`src/rtl/trace_pkg.sv`:
```
// ============================================================================
// Module      : trace_pkg
// Description : Shared state encoding and trigger-mode constants for the
//               trace capture block.
// Revision    : 1.0 - initial release
// ============================================================================
`default_nettype none

package trace_pkg;

    typedef enum logic [1:0] {
        ST_IDLE    = 2'd0,
        ST_ARMED   = 2'd1,
        ST_CAPTURE = 2'd2,
        ST_DONE    = 2'd3
    } state_t;

    localparam logic [1:0] c_trig_immediate = 2'd0;
    localparam logic [1:0] c_trig_match     = 2'd1;
    localparam logic [1:0] c_trig_change    = 2'd2;
    localparam logic [1:0] c_trig_reserved  = 2'd3;

endpackage

`default_nettype wire

```
`src/rtl/trace_ram.sv`:
```
// ============================================================================
// Module      : trace_ram
// Description : DEPTH x WIDTH simple dual-port RAM, synchronous write and
//               registered read port that holds its value when not read.
// Revision    : 1.0 - initial release
// ============================================================================
`default_nettype none

module trace_ram #(
    parameter int WIDTH  = 4,
    parameter int DEPTH  = 16,
    parameter int ADDR_W = 4
) (
    input  logic              clk,
    input  logic              rst,
    input  logic              i_we,
    input  logic [ADDR_W-1:0] i_waddr,
    input  logic [WIDTH-1:0]  i_wdata,
    input  logic              i_re,
    input  logic [ADDR_W-1:0] i_raddr,
    output logic [WIDTH-1:0]  o_rdata
);

    logic [WIDTH-1:0] r_mem [DEPTH];
    logic [WIDTH-1:0] r_rdata;

    // Storage array is left unreset so it maps onto block RAM.
    always_ff @(posedge clk) begin
        if (i_we) begin
            r_mem[i_waddr] <= i_wdata;
        end
    end

    always_ff @(posedge clk or posedge rst) begin
        if (rst) begin
            r_rdata <= '0;
        end else if (i_re) begin
            r_rdata <= r_mem[i_raddr];
        end
    end

    assign o_rdata = r_rdata;

endmodule

`default_nettype wire

```
`src/rtl/trace_capture.sv`:
```
// ============================================================================
// Module      : trace_capture
// Description : Arm/trigger/capture controller that stores DEPTH valid
//               samples after a selectable trigger and drains them in order.
// Revision    : 1.0 - initial release
// ============================================================================
`default_nettype none

module trace_capture #(
    parameter int WIDTH = 4,
    parameter int DEPTH = 16,
    parameter int TSW   = 16
) (
    input  logic                   clk,
    input  logic                   rst,
    input  logic [WIDTH-1:0]       sample_in,
    input  logic                   sample_valid,
    input  logic                   arm,
    input  logic [1:0]             trig_mode,
    input  logic [WIDTH-1:0]       trig_value,
    input  logic                   rd_en,
    output logic [WIDTH-1:0]       rd_data,
    output logic                   rd_valid,
    output logic                   busy,
    output logic                   done,
    output logic [$clog2(DEPTH):0] count,
    output logic [TSW-1:0]         trig_ts
);

    import trace_pkg::*;

    localparam int AW = $clog2(DEPTH);
    localparam int CW = AW + 1;
    localparam logic [CW-1:0] c_last = CW'(DEPTH - 1);

    state_t           r_state;
    logic [CW-1:0]    r_count;
    logic [CW-1:0]    r_rd_ptr;
    logic [WIDTH-1:0] r_prev;
    logic             r_has_prev;
    logic [TSW-1:0]   r_trig_ts;
    logic             r_rd_valid;
    logic             r_busy;
    logic             r_done;

    logic             w_trig;
    logic             w_we;
    logic             w_rd_ok;

    always_comb begin
        w_trig = 1'b0;
        if (sample_valid) begin
            case (trig_mode)
                c_trig_match:  w_trig = (sample_in == trig_value);
                c_trig_change: w_trig = r_has_prev && (sample_in != r_prev);
                default:       w_trig = 1'b1;
            endcase
        end
    end

    // The write address is the running count: it is 0 on the trigger
    // sample and never reaches DEPTH while a write is possible.
    assign w_we    = ((r_state == ST_ARMED) && w_trig) ||
                     ((r_state == ST_CAPTURE) && sample_valid);
    assign w_rd_ok = (r_state == ST_DONE) && rd_en && !arm && (r_rd_ptr < r_count);

    always_ff @(posedge clk or posedge rst) begin
        if (rst) begin
            r_state    <= ST_IDLE;
            r_count    <= '0;
            r_rd_ptr   <= '0;
            r_prev     <= '0;
            r_has_prev <= 1'b0;
            r_trig_ts  <= '0;
            r_rd_valid <= 1'b0;
            r_busy     <= 1'b0;
            r_done     <= 1'b0;
        end else begin
            r_rd_valid <= w_rd_ok;
            case (r_state)
                ST_IDLE, ST_DONE: begin
                    if (arm) begin
                        r_state    <= ST_ARMED;
                        r_busy     <= 1'b1;
                        r_done     <= 1'b0;
                        r_count    <= '0;
                        r_rd_ptr   <= '0;
                        r_has_prev <= 1'b0;
                        r_trig_ts  <= '0;
                    end else if (w_rd_ok) begin
                        r_rd_ptr <= r_rd_ptr + 1'b1;
                    end
                end
                ST_ARMED: begin
                    if (r_trig_ts != '1) begin
                        r_trig_ts <= r_trig_ts + 1'b1;
                    end
                    if (sample_valid) begin
                        r_prev     <= sample_in;
                        r_has_prev <= 1'b1;
                    end
                    if (w_trig) begin
                        r_count <= CW'(1);
                        r_state <= ST_CAPTURE;
                    end
                end
                ST_CAPTURE: begin
                    if (sample_valid) begin
                        r_count <= r_count + 1'b1;
                        if (r_count == c_last) begin
                            r_state <= ST_DONE;
                            r_busy  <= 1'b0;
                            r_done  <= 1'b1;
                        end
                    end
                end
                default: begin
                    r_state <= ST_IDLE;
                end
            endcase
        end
    end

    trace_ram #(
        .WIDTH  (WIDTH),
        .DEPTH  (DEPTH),
        .ADDR_W (AW)
    ) u_ram (
        .clk     (clk),
        .rst     (rst),
        .i_we    (w_we),
        .i_waddr (r_count[AW-1:0]),
        .i_wdata (sample_in),
        .i_re    (w_rd_ok),
        .i_raddr (r_rd_ptr[AW-1:0]),
        .o_rdata (rd_data)
    );

    assign rd_valid = r_rd_valid;
    assign busy     = r_busy;
    assign done     = r_done;
    assign count    = r_count;
    assign trig_ts  = r_trig_ts;

endmodule

`default_nettype wire

```
`config.mk`:
```
export PLATFORM = sky130hd
export DESIGN_NAME = trace_capture
export DESIGN_NICKNAME = d
export VERILOG_FILES = /design/src/rtl/trace_pkg.sv /design/src/rtl/trace_ram.sv /design/src/rtl/trace_capture.sv
export SDC_FILE = /design/constraint.sdc
export NUM_CORES = 1
export LEC_CHECK = 0
export BUFFER_PORTS_ARGS = -buffer_cell sky130_fd_sc_hd__buf_4
export CAP_MARGIN = 20
export CORE_ASPECT_RATIO = 0.9
export CORE_MARGIN = 2
export CORE_UTILIZATION = 59
export CTS_BUF_LIST = sky130_fd_sc_hd__clkbuf_16
export CTS_CLUSTER_DIAMETER = 150
export CTS_CLUSTER_SIZE = 16
export DETAILED_ROUTE_END_ITERATION = 10
export PLACE_DENSITY = 0.79
export REMOVE_ABC_BUFFERS = 1
export SYNTH_ARGS = -nofsm -noshare
export SYNTH_HDL_FRONTEND = slang
export SYNTH_HIERARCHICAL = 1
export SYNTH_SLANG_ARGS = --single-unit
```
`constraint.sdc`:
```
create_clock -name clk -period 2.6 [get_ports clk]
set_input_delay 0.52 -clock clk [delete_from_list [all_inputs] [get_ports clk]]
set_output_delay 0.52 -clock clk [all_outputs]
set_load 0.01 [all_outputs]
```
# Word level (Yosys, flattened, before mapping)
# Memories as Yosys holds them, arrays and structs flattened. A register that Yosys moved wholly into a read port is not among the register bits.
# Index checks and enable logic that the tools add are counted.
[word_totals]
regBits = 36
ramBits = 64
inputBits = 15
output_inout_bits = 28
word_cells = 77
n_memories = 1
[classes]
n_addsub = 3
n_lt_le_gt_ge = 1
eq_ne = 15
muxes = 28
reduce_logical = 20
[memory_table]
columns = ["name", "depth", "word_bits", "rd", "rd_ports_with_merged_regs", "wr", "line", "rtl"]
rows = [
  ["u_ram.r_mem", 16, 4, 1, 1, 1, "trace_ram.sv:24", "logic [WIDTH-1:0] r_mem [DEPTH];"],
]
[ops]
columns = ["op", "count"]
rows = [
  ["16-bit two-way mux", 2],
  ["16-bit case mux with 2 select lines", 1],
  ["5-bit two-way mux", 5],
  ["16-bit by 1-bit adder with 16-bit output (second input constant)", 1],
  ["16-bit != test (second input constant)", 1],
  ["5-bit case mux with 3 select lines", 1],
  ["5-bit by 1-bit adder with 5-bit output (second input constant)", 2],
  ["1-bit two-way mux", 10],
  ["3-bit AND reduction", 3],
  ["2-bit two-way mux", 4],
  ["2-bit != test (second input constant)", 4],
  ["1-bit case mux with 2 select lines", 4],
  ["4-bit AND reduction", 2],
  ["2-bit equality test (second input constant)", 3],
  ["1-bit logical AND", 6],
  ["2-bit case mux with 3 select lines", 1],
  ["2-bit nonzero test", 3],
  ["5-bit by 4-bit equality test with 1-bit output (second input constant)", 1],
  ["5-bit < comparator", 1],
  ["2-bit by 1-bit equality test with 1-bit output (second input constant)", 2],
  ["4-bit equality test", 1],
  ["2-bit by 1-bit != test with 1-bit output (second input constant)", 2],
  ["4-bit != test", 1],
  ["2-bit AND reduction", 2],
  ["4 further kinds", 4],
]

# Logic depth before layout (Yosys ltp)
# Gate-level depths: netlist (run 1).
[depth]
ltp_word = 8
depth_mapped = 9
depth_no_buf = 9

# Hierarchy
# Netlist (run 1), hierarchy kept.
[by_module_without_submodules]
columns = ["module", "n_inst", "cells_per_inst", "area_per_inst_um2", "seq_area_each_um2"]
rows = [
  ["trace_ram", 1, 129, 2767.7, 2021.9],
  ["trace_capture", 1, 235, 2147.1, 900.9],
]

# Least setup slack after synthesis (run 1)
# OpenSTA, ideal clock, no wires.
[synth_timing]
path_type = "input -> register"
start = "input sample_in[1]"
end = "memory u_ram.r_mem[0][0] (enable)"
arrival_ns = 2.165
t_required_ns = 2.239
path_slack_ns = 0.074
path_stages = 7
n_path_buf = 0
cell_sequence = "xor2_1 nor3_1 a311o_1 a21oi_1 nor2b_1 or3b_2 nor3_1"
[synth_via]
elab_chain_cells = 8
elab_cells_between_ends = 9
cone_classes = "eq/ne: 2; mux: 4; reduce/logical: 3"
[synth_rtl]
columns = ["item", "line", "rtl"]
rows = [
  ["start, declared", "trace_capture.sv:16", "input logic [WIDTH-1:0] sample_in,"],
  ["4-bit != test", "trace_capture.sv:55", "c_trig_change: w_trig = r_has_prev && (sample_in != r_prev);"],
  ["1-bit logical AND", "trace_capture.sv:55", ""],
  ["1-bit case mux with 2 select lines (*)", "trace_capture.sv:53", "case (trig_mode)"],
  ["1-bit two-way mux (*)", "trace_capture.sv:52", "if (sample_valid) begin"],
  ["1-bit logical AND (*)", "trace_capture.sv:63", "assign w_we = ((r_state == ST_ARMED) && w_trig) ||"],
  ["1-bit logical OR (*)", "trace_capture.sv:63", ""],
  ["via w_we", "trace_capture.sv:47", "logic w_we;"],
  ["1-bit two-way mux (*)", "trace_ram.sv:29", "if (i_we) begin"],
  ["1-bit two-way mux (not written as such) (*)", "trace_ram.sv:30", "r_mem[i_waddr] <= i_wdata;"],
  ["end, declared", "trace_ram.sv:24", ""],
]
# Mark *: on every way through the listed nets, which the timed path passes. The rest lies on a longest branch.

# Worst setup path after layout (run 1)
[layout_timing]
start = "register r_state[0]"
end = "register r_count[2], in the netlist count[2]"
[layout_via]
elab_chain_cells = 4
elab_cells_between_ends = 10
cone_classes = "eq/ne: 6; mux: 1; reduce/logical: 3"
[layout_rtl]
columns = ["item", "line", "rtl"]
rows = [
  ["start, declared", "trace_capture.sv:36", "state_t r_state;"],
  ["start signal, assigned", "trace_capture.sv:69", "r_state <= ST_IDLE;"],
  ["start signal, assigned", "trace_capture.sv:83", "r_state <= ST_ARMED;"],
  ["start signal, assigned", "trace_capture.sv:104", "r_state <= ST_CAPTURE;"],
  ["2-bit equality test / 2-bit logical NOT (equally long branches)", "trace_capture.sv:80", "case (r_state)"],
  ["2-bit OR reduction", "trace_capture.sv:80", ""],
  ["2-bit != test (no line)", "-", ""],
  ["3-bit AND reduction (no line)", "-", ""],
  ["end signal, assigned", "trace_capture.sv:109", "r_count <= r_count + 1'b1;"],
  ["end, declared", "trace_capture.sv:37", "logic [CW-1:0] r_count;"],
]
# Parallel ways exist; a longest one is shown, timed or not.
# A chain may end at the register's enable or synchronous reset.

==> results.py, run 1 <==
metrics = {
    "floorplanning": {
        "core-area_um2": 8070,
        "rows": 31,
        "dieArea_um2": 9080,
        "die_x_um": 100,
        "ios": 43,
        "die_y_um": 90.6,
        "initial_core_util_pct": 60.9,
    },
    "placed_design": {
        "gp_congestion": 0.828,
        "hpwl_um": 7120,
        "io_buffers": 42,
    },
    "layout": {
        "final_nets": 463,
        "layout_common_cells": "buf_4 (70), edfxtp_1 (64), dfrtp_1 (40)",
        "multiInputGateArea_um2": 1830,
        "seqCellArea_um2": 2920,
        "nFillCells": 534,
        "layout-drive-gt1-share_pct": 22.8,
        "fin_util_pct": 71.5,
        "layout_commonest_cell": "buf_4",
        "diodes": 0,
        "syn2layout_area_growth_pct": 17.3,
    },
    "synth": {
        "synth_top_family_by_area": "multiplexers",
        "synth_edf_count": 64,
        "synth_simple_gate_area_share_pct": 11.6,
        "synth_area_um2": 4910,
        "synth_mux_area_share_pct": 12.9,
        "synth.avg_cell_area_um2": 13.5,
        "synth_cell_types": 48,
        "synth_seq_area_share_pct": 59.5,
        "synthAdderAreaFrac_pct": 3.56,
        "synth_cells": 364,
        "async_reset_ff_share_pct": 38.5,
        "synth-seq-cells": 104,
        "synth_ff_type": "edfxtp_1",
        "yosysWarnings": 6,
        "synth_compound_area_share_pct": 6.36,
        "synth_xor_area_share_pct": 2.85,
    },
    "power": {
        "peakVddDrop_uv": 515,
        "pwr-share-comb_pct": 32.7,
        "p_int_uw": 3340,
        "power_switching_uw": 1640,
        "p_total_uw": 4980,
        "pwr-share-clk_pct": 26.5,
        "power_density_nw_per_um2": 863,
        "p_sw_share_pct": 33.0,
        "power.leakage_uw": 0.00227,
        "seq_power_share_pct": 40.8,
    },
    "critical_path": {
        "startpoint_type": "flop",
        "worst-endpoint-required_ns": 2.83,
        "r2r_cells": 6,
        "path_class": "reg2reg",
        "worstPathMaxFanout": 12,
        "endpoint_kind": "flop",
        "crit_slowest_cell": "a21boi_1",
        "crit_chain": "inv_1 -> ha_1 -> nand2b_1 -> a21boi_1 -> o21ai_0 -> a22o_1",
        "max_stage_delay_ns": 0.61,
        "crit_arrival_ns": 2.58,
    },
    "sta": {
        "fmax_mhz": 426,
        "hold_violations": 0,
        "post-route-min-period_ns": 2.35,
        "rsz0062_at_grt": "no",
        "period_share_pct": 90.4,
        "setup_viol": 0,
        "tightest_slew_ns": 0.717,
        "maxSlewViolCount": 0,
        "skew_ns": 0.00669,
        "hold_slack_ns": 0.0561,
        "slew-limit-headroom_pct": 52.1,
        "setup-tns-final_ns": 0,
    },
    "global_routing": {
        "grt_remaining_overflow": 0,
        "antenna_found_initial": 0,
        "grt_pass1_vias": 3255,
        "grt_max_degree": 37,
        "grt_use_total_pct": 24.4,
        "grt_pass1_wl_um": 16900,
    },
    "drt": {
        "ant_nets": 0,
        "vias": 3263,
        "post_drt_wl_per_cell_um": 19.0,
        "firstDrtPassIters": 5,
        "drt_wl_total_um": 10200,
        "via_per_inst": 6.07,
        "drc": 0,
        "first_iter_violations": 235,
    },
    "status": {
        "outcome": "finished clean",
    },
    "worst_hold_path": {
        "hold_path_class": "in2async",
    },
    "cts": {
        "post_cts_buffers": 0,
        "cts_tree": "done",
        "cts_resized": 0,
        "cts_buffers": 9,
        "clk_latency_ns": 0.34,
        "root_buffer": "clkbuf_16",
        "ctsHoldBuffers": 0,
        "clock-sinks": 104,
        "clk_pin_slew_ns": 0.07,
        "clock_path_buffers": 2,
        "h-tree-depth": 3,
    },
    "job": {
        "cap_violations": 0,
    },
}
[critical path: cells and delay by family, from the launching register on]
kind            cells  cell delay [ns]
buf+inv             1             0.10
fa+ha+maj           1             0.47
simple gates        1             0.17
compound gates      3             1.07
flops               1             0.42
[cells by family (layout without fill, tap and decap cells)]
| group | Yosys count | in the layout |
|---|---|---|
| simple gates | 116 | 116 |
| buf+inv | 28 | 103 |
| fa+ha+maj | 14 | 14 |
| flops | 104 | 104 |
| mux | 37 | 37 |
| compound gates | 49 | 49 |
| xor+xnor | 16 | 16 |
[cell type report]
class / count / share of cell area, %
clock buffers: 9 / 3.91
multi-input cells: 232 / 31.8
flip-flops and latches: 104 / 50.7
clock inverters: 7 / 1.26
repair buffers: 70 / 9.11
well taps: 99 / 2.15
inverters: 17 / 1.11
[power groups by stage]
stage / combinational (µW) / sequential (µW) / clock (µW)
floorplan: 898 / 2160 / 0
CTS: 1630 / 2030 / 1350
finish: 1630 / 2030 / 1320
global placement: 1560 / 2050 / 0
detailed placement: 1610 / 2060 / 0
global route: 1780 / 2050 / 1400
[final timing paths]
check	endpoint	from	slack (ns)
setup reg to reg	count[2]	r_state[0]	0.25
hold reg to reg	u_ram/o_rdata[3]	u_ram/o_rdata[3]	0.51
max in group asynchronous	r_prev[1]	rst	1.98
hold / removal	u_ram/o_rdata[0]	rst	0.06
setup / recovery	count[2]	r_state[0]	0.25
min in group clk	u_ram/o_rdata[3]	u_ram/o_rdata[3]	0.51
[synthesized netlist by cell type (2+ instances only)]
master / count / share of area (%)
a211o_1: 2 / 0.36
mux2i_1: 13 / 2.6
nand3_1: 10 / 1.0
a21o_1: 2 / 0.31
nand3b_1: 2 / 0.31
o21a_1: 2 / 0.31
ha_1: 14 / 3.6
inv_1: 17 / 1.3
dfrtp_1: 40 / 20
mux4_1: 14 / 7.5
and3_1: 6 / 0.76
o211ai_1: 3 / 0.46
nor4_1: 3 / 0.38
nand2b_1: 8 / 1.0
xnor2_1: 13 / 2.3
clkbuf_4: 3 / 0.46
nor2b_1: 4 / 0.51
nand4_1: 2 / 0.25
edfxtp_1: 64 / 39
nor3b_1: 2 / 0.31
or3b_2: 2 / 0.36
nor3_1: 16 / 1.6
nand2_1: 31 / 2.4
buf_6: 2 / 0.46
a21oi_1: 15 / 1.5
nor2_1: 26 / 2.0
clkbuf_1: 3 / 0.23
mux4_2: 2 / 0.92
xor2_1: 3 / 0.53
mux2_2: 8 / 1.8
o21ai_0: 15 / 1.5
[flip-flops by register name, indices dropped and copies added (netlist names)]
register       count
busy               1
count              5
done               1
r_has_prev         1
r_prev             4
r_rd_ptr           5
r_state            2
rd_valid           1
trig_ts           16
u_ram/o_rdata      4
u_ram/r_mem       64
[routing by layer]
metal | GRT usage, % | vias up | part of all wire (%)
li1 | - | 1499 | -
met4 | 8.22 | 0 | 1.9
met2 | 37.8 | 129 | 47
met5 | 0 | - | 0
met1 | 35.2 | 1619 | 45
met3 | 4.33 | 16 | 5.9
[through the flow]
step	area (µm²)	worst slack [ns]	std cells
floorplan	4820	0.0749	353
global placement	5470	0.0280	522
detailed placement	5470	-0.118	522
CTS	5770	0.242	538
global route	5770	0.00203	538
finish	5770	0.250	538
(Power assumes the default switching activity.)
==> run 2: changes to the inputs <==
--- a/config.mk
+++ b/config.mk
@@ -16,7 +16,7 @@
 export DETAILED_ROUTE_END_ITERATION = 10
 export PLACE_DENSITY = 0.79
 export REMOVE_ABC_BUFFERS = 1
+export SLEW_MARGIN = 10
 export SYNTH_ARGS = -nofsm -noshare
 export SYNTH_HDL_FRONTEND = slang
-export SYNTH_HIERARCHICAL = 1
 export SYNTH_SLANG_ARGS = --single-unit
==> results.py, run 2 <==
metrics = {
    "layout": {
        "final_nets": 452,
        "syn2layout_area_growth_pct": 15.5,
        "layout_commonest_cell": "edfxtp_1",
        "layout_common_cells": "edfxtp_1 (64), buf_4 (59), dfrtp_1 (40)",
        "layout-drive-gt1-share_pct": 20.9,
        "diodes": 0,
        "largest_reg_flops": 64,
        "fin_util_pct": 70.6,
        "nFillCells": 542,
        "largest-register": "u_ram.r_mem",
    },
    "cts": {
        "cts_resized": 0,
        "clk_pin_slew_ns": 0.07,
        "clk_latency_ns": 0.35,
        "clock_path_buffers": 2,
        "h-tree-depth": 3,
        "ctsHoldBuffers": 0,
        "cts_tree": "done",
        "clock-sinks": 104,
        "post_cts_buffers": 0,
        "root_buffer": "clkbuf_16",
        "cts_buffers": 9,
    },
    "global_routing": {
        "grt_pass1_wl_um": 16400,
        "grt_use_total_pct": 24.0,
        "grt_remaining_overflow": 0,
        "grt_pass1_vias": 2986,
        "grt_max_degree": 41,
        "antenna_found_initial": 0,
    },
    "floorplanning": {
        "die_y_um": 90.8,
        "dieArea_um2": 9110,
        "rows": 31,
        "initial_core_util_pct": 61.2,
        "core-area_um2": 8070,
        "die_x_um": 100,
        "ios": 43,
    },
    "drt": {
        "post_drt_wl_per_cell_um": 19.4,
        "drt_wl_total_um": 10200,
        "firstDrtPassIters": 5,
        "vias": 3159,
        "first_iter_violations": 338,
        "via_per_inst": 6.03,
        "ant_nets": 0,
        "drc": 0,
    },
    "sta": {
        "maxSlewViolCount": 0,
        "setup-tns-final_ns": 0,
        "setup_viol": 0,
        "skew_ns": 0.00733,
        "slew-limit-headroom_pct": 63.8,
        "fmax_mhz": 439,
        "period_share_pct": 87.6,
        "hold_violations": 0,
        "tightest_slew_ns": 0.540,
        "rsz0062_at_grt": "no",
        "post-route-min-period_ns": 2.28,
        "hold_slack_ns": 0.313,
    },
    "synth": {
        "synth_ff_type": "edfxtp_1",
        "synth_commonest_cells": "edfxtp_1 (64), dfrtp_1 (40), nand2_1 (37), nor2_1 (32), ha_1 (17)",
        "synth_cell_types": 51,
        "synth_edf_count": 64,
        "synthTopCellsByArea": "edfxtp_1 (39%), dfrtp_1 (20%), mux4_1 (8.0%), ha_1 (4.3%), nand2_1 (2.8%)",
        "yosysWarnings": 0,
        "yosysTopAreaCell": "edfxtp_1",
        "synth_seq_area_share_pct": 59.2,
        "synth_cells": 366,
        "synth.top_cell.area_share_pct": 38.9,
        "synth.avg_cell_area_um2": 13.5,
        "synth-seq-cells": 104,
        "synth.most_common_cell": "edfxtp_1",
        "synth_area_um2": 4930,
        "async_reset_ff_share_pct": 38.5,
    },
    "power": {
        "power.leakage_uw": 0.00225,
        "peakVddDrop_uv": 446,
        "power_density_nw_per_um2": 821,
    },
    "placed_design": {
        "hpwl_um": 7270,
        "gp_congestion": 0.814,
        "io_buffers": 42,
    },
    "job": {
        "cap_violations": 0,
    },
    "critical_path": {
        "path_class": "reg2reg",
        "r2r_end": "trig_ts[12]",
        "reg2reg_from": "r_state[1]",
        "crit_chain": "inv_1 -> ha_1 -> nand2_1 -> or2_1 -> o31ai_2 -> buf_4 -> nor4b_1 -> a21oi_1 -> o21ai_0",
        "crit_family": "compound AO/OA/AOI/OAI gates",
        "worst-endpoint-required_ns": 2.83,
        "startpoint_type": "flop",
        "endpoint_kind": "flop",
        "max_stage_delay_ns": 0.47,
        "r2r_setup_slack_ns": 0.32,
        "worst-path-buf-inv": 2,
        "crit_arrival_ns": 2.50,
        "crit_slowest_cell": "o31ai_2",
        "worstPathMaxFanout": 15,
        "r2r_cells": 9,
    },
    "worst_hold_path": {
        "hold_path_class": "in2async",
    },
    "status": {
        "outcome": "finished clean",
    },
}
run 2: kinds of logic after synthesis:
| family | synth area share [%] |
|---|---|
| simple gates | 10.7 |
| flops | 59.2 |
| mux | 13.0 |
| xor+xnor | 2.66 |
| compound gates | 7.07 |
| buf+inv | 3.02 |
| fa+ha+maj | 4.31 |
run 2: area by class of cell:
type | instances | area, µm² | share of cell area, %
flip-flops and latches | 104 | 2920 | 51.3
multi-input cells | 231 | 1860 | 32.7
repair buffers | 59 | 443 | 7.77
clock buffers | 9 | 225 | 3.95
well taps | 99 | 124 | 2.17
clock inverters | 7 | 63.8 | 1.12
inverters | 15 | 56.3 | 0.988
run 2: worst max path at each step:
| stage | start | endpoint | slack (ns) | cells after the start |
|---|---|---|---|---|
| CTS | r_state[1] | u_ram.r_mem[3][0] | 0.30 | 8 |
| finish | r_state[1] | trig_ts[12] | 0.32 | 9 |
| detailed placement | sample_in[3] | u_ram.r_mem[3][2] | 0.11 | 8 |
| global route | r_state[1] | u_ram.r_mem[3][3] | 0.07 | 8 |
| floorplan | r_rd_ptr[1] | r_rd_ptr[0] | 0.03 | 6 |
| global placement | sample_in[3] | u_ram.r_mem[6][0] | 0.23 | 7 |
run 2: through the flow:
| step | setup WS, ns | power, µW | cells | cell area (µm²) |
|---|---|---|---|---|
| floorplan | 0.0287 | 2880 | 350 | 4840 |
| global placement | 0.233 | 3340 | 508 | 5410 |
| detailed placement | 0.112 | 3390 | 508 | 5410 |
| CTS | 0.302 | 4710 | 524 | 5700 |
| global route | 0.0731 | 4920 | 524 | 5700 |
| finish | 0.323 | 4680 | 524 | 5700 |
run 2: worst reg2reg max path, stage by stage (launching register included):
cell and delay [ns]:
dfrtp_1 0.41, inv_1 0.09, ha_1 0.27, nand2_1 0.07, or2_1 0.26, o31ai_2 0.47, buf_4 0.29, nor4b_1 0.07
a21oi_1 0.13, o21ai_0 0.09
run 2: metal layers:
metal	global-route usage, %	wire (µm)	vias up
li1	-	-	1475
met1	37.4	4650	1539
met2	35.4	4710	132
met3	4.18	674	13
met4	6.16	134	0
met5	0	0	-
run 2: power by group:
part / internal, µW / total, µW / switching [µW]
combinational: 590 / 1320 / 725
clock: 740 / 1310 / 573
sequential: 1910 / 2050 / 143
==> run 3: changes to the inputs <==
--- a/config.mk
+++ b/config.mk
@@ -14,7 +14,7 @@
 export CTS_CLUSTER_DIAMETER = 150
 export CTS_CLUSTER_SIZE = 16
 export DETAILED_ROUTE_END_ITERATION = 10
-export PLACE_DENSITY = 0.79
+export PLACE_DENSITY_LB_ADDON = 0.08
 export REMOVE_ABC_BUFFERS = 1
 export SLEW_MARGIN = 10
 export SYNTH_ARGS = -nofsm -noshare
==> results.py, run 3 (synthesis results as in run 2) <==
metrics = {
    "status": {
        "outcome": "finished clean",
    },
    "drt": {
        "first_iter_violations": 186,
        "drc": 0,
        "firstDrtPassIters": 5,
        "ant_nets": 0,
        "vias": 3141,
        "drt_wl_total_um": 10100,
        "via_per_inst": 5.97,
        "post_drt_wl_per_cell_um": 19.3,
    },
    "layout": {
        "largest-register": "u_ram.r_mem",
        "fin_util_pct": 71.0,
        "diodes": 0,
        "syn2layout_area_growth_pct": 16.1,
        "design_area_um2": 5730,
        "layout_common_cells": "edfxtp_1 (64), buf_4 (61), dfrtp_1 (40)",
        "stdcell_count": 526,
        "layout_commonest_cell": "edfxtp_1",
        "layout-drive-gt1-share_pct": 22.0,
        "final_nets": 454,
        "largest_reg_flops": 64,
    },
    "placed_design": {
        "dp_cells": 510,
        "gp_congestion": 0.828,
        "placed_area_um2": 5420,
        "hpwl_um": 7200,
        "io_buffers": 42,
    },
    "floorplanning": {
        "die_x_um": 100,
        "initial_core_util_pct": 61.2,
        "core-area_um2": 8070,
        "ios": 43,
        "die_y_um": 90.8,
        "rows": 31,
        "dieArea_um2": 9110,
    },
    "power": {
        "power_density_nw_per_um2": 826,
        "p_total_uw": 4730,
        "peakVddDrop_uv": 550,
        "power.leakage_uw": 0.00226,
    },
    "sta": {
        "post-route-min-period_ns": 2.31,
        "tightest_slew_ns": 0.558,
        "rsz0062_at_grt": "no",
        "setup_viol": 0,
        "maxSlewViolCount": 0,
        "skew_ns": 0.0101,
        "fmax_mhz": 433,
        "hold_violations": 0,
        "slew-limit-headroom_pct": 62.7,
        "setup-tns-final_ns": 0,
        "period_share_pct": 88.8,
    },
    "critical_path": {
        "crit_slowest_cell": "dfrtp_1",
        "cp_common_cell": "nand2_1",
        "crit_arrival_ns": 2.59,
        "critPathLaunch": "r_state[0]",
        "worst-path-buf-inv": 2,
        "crit_chain": "inv_1 -> ha_1 -> nand2_1 -> o21ai_0 -> o31ai_2 -> buf_4 -> or4_1 -> nand2_1 -> a22o_1",
        "max_stage_delay_ns": 0.42,
        "worstPathMaxFanout": 21,
        "crit_family": "simple AND/OR/NAND/NOR gates",
        "path_class": "reg2reg",
        "endpoint_kind": "flop",
        "reg2reg_from": "r_state[0]",
        "worst-endpoint-required_ns": 2.88,
        "startpoint_type": "flop",
    },
    "global_routing": {
        "antenna_found_initial": 0,
        "grt_pass1_wl_um": 16400,
        "grt_use_total_pct": 24.0,
        "grt_pass1_vias": 3147,
        "grt_remaining_overflow": 0,
        "grt_max_degree": 37,
    },
    "worst_hold_path": {
        "hold_path_class": "in2async",
    },
    "cts": {
        "ctsHoldBuffers": 0,
        "post_cts_buffers": 0,
        "root_buffer": "clkbuf_16",
        "clk_latency_ns": 0.34,
        "cts_resized": 0,
        "clk_pin_slew_ns": 0.07,
        "h-tree-depth": 3,
        "cts_tree": "done",
        "cts_buffers": 9,
        "clock-sinks": 104,
        "clock_path_buffers": 2,
    },
    "job": {
        "cap_violations": 0,
    },
}
## run 3: cell type report
type                            instances  area, µm²
Clock buffer                            9        225
Inverter                               15       56.3
Timing Repair Buffer                   61        458
Multi-Input combinational cell        231       1860
Sequential cell                       104       2920
Fill cell                             571       2340
Tap cell                               99        124
Clock inverter                          7       78.8
## run 3: through the flow
stage / hold slack, ns / worst slack [ns]
final: 0.0674 / 0.291
after global placement: 0.424 / 0.201
after detailed placement: 0.431 / 0.167
after floorplan: 0.499 / 0.0287
after CTS: 0.0680 / 0.320
after global routing: 0.0665 / 0.0910
## run 3: per-layer routing
metal / GRT usage (%) / share of wire [%] / wire length [µm]
met5: 0 / 0 / 0
met4: 7.31 / 1.5 / 154
met3: 4.10 / 3.9 / 398
met2: 37.6 / 48 / 4880
met1: 34.9 / 46 / 4700
## run 3: path summary, 6_finish.rpt
path | endpoint | slack (ns) | cells past startpoint
max | trig_ts[7] | 0.29 | 9
min | u_ram.o_rdata[3] | 0.07 | 2
max reg2reg | trig_ts[7] | 0.29 | 9
min reg2reg | u_ram.o_rdata[0] | 0.52 | 1
max in group asynchronous | r_rd_ptr[1] | 1.80 | 3
min in group clk | r_prev[0] | 0.48 | 2
## run 3: where the power goes
| part | internal [µW] | switching (µW) | total, µW |
|---|---|---|---|
| clock network | 756 | 600 | 1360 |
| registers | 1910 | 142 | 2050 |
| logic | 590 | 739 | 1330 |
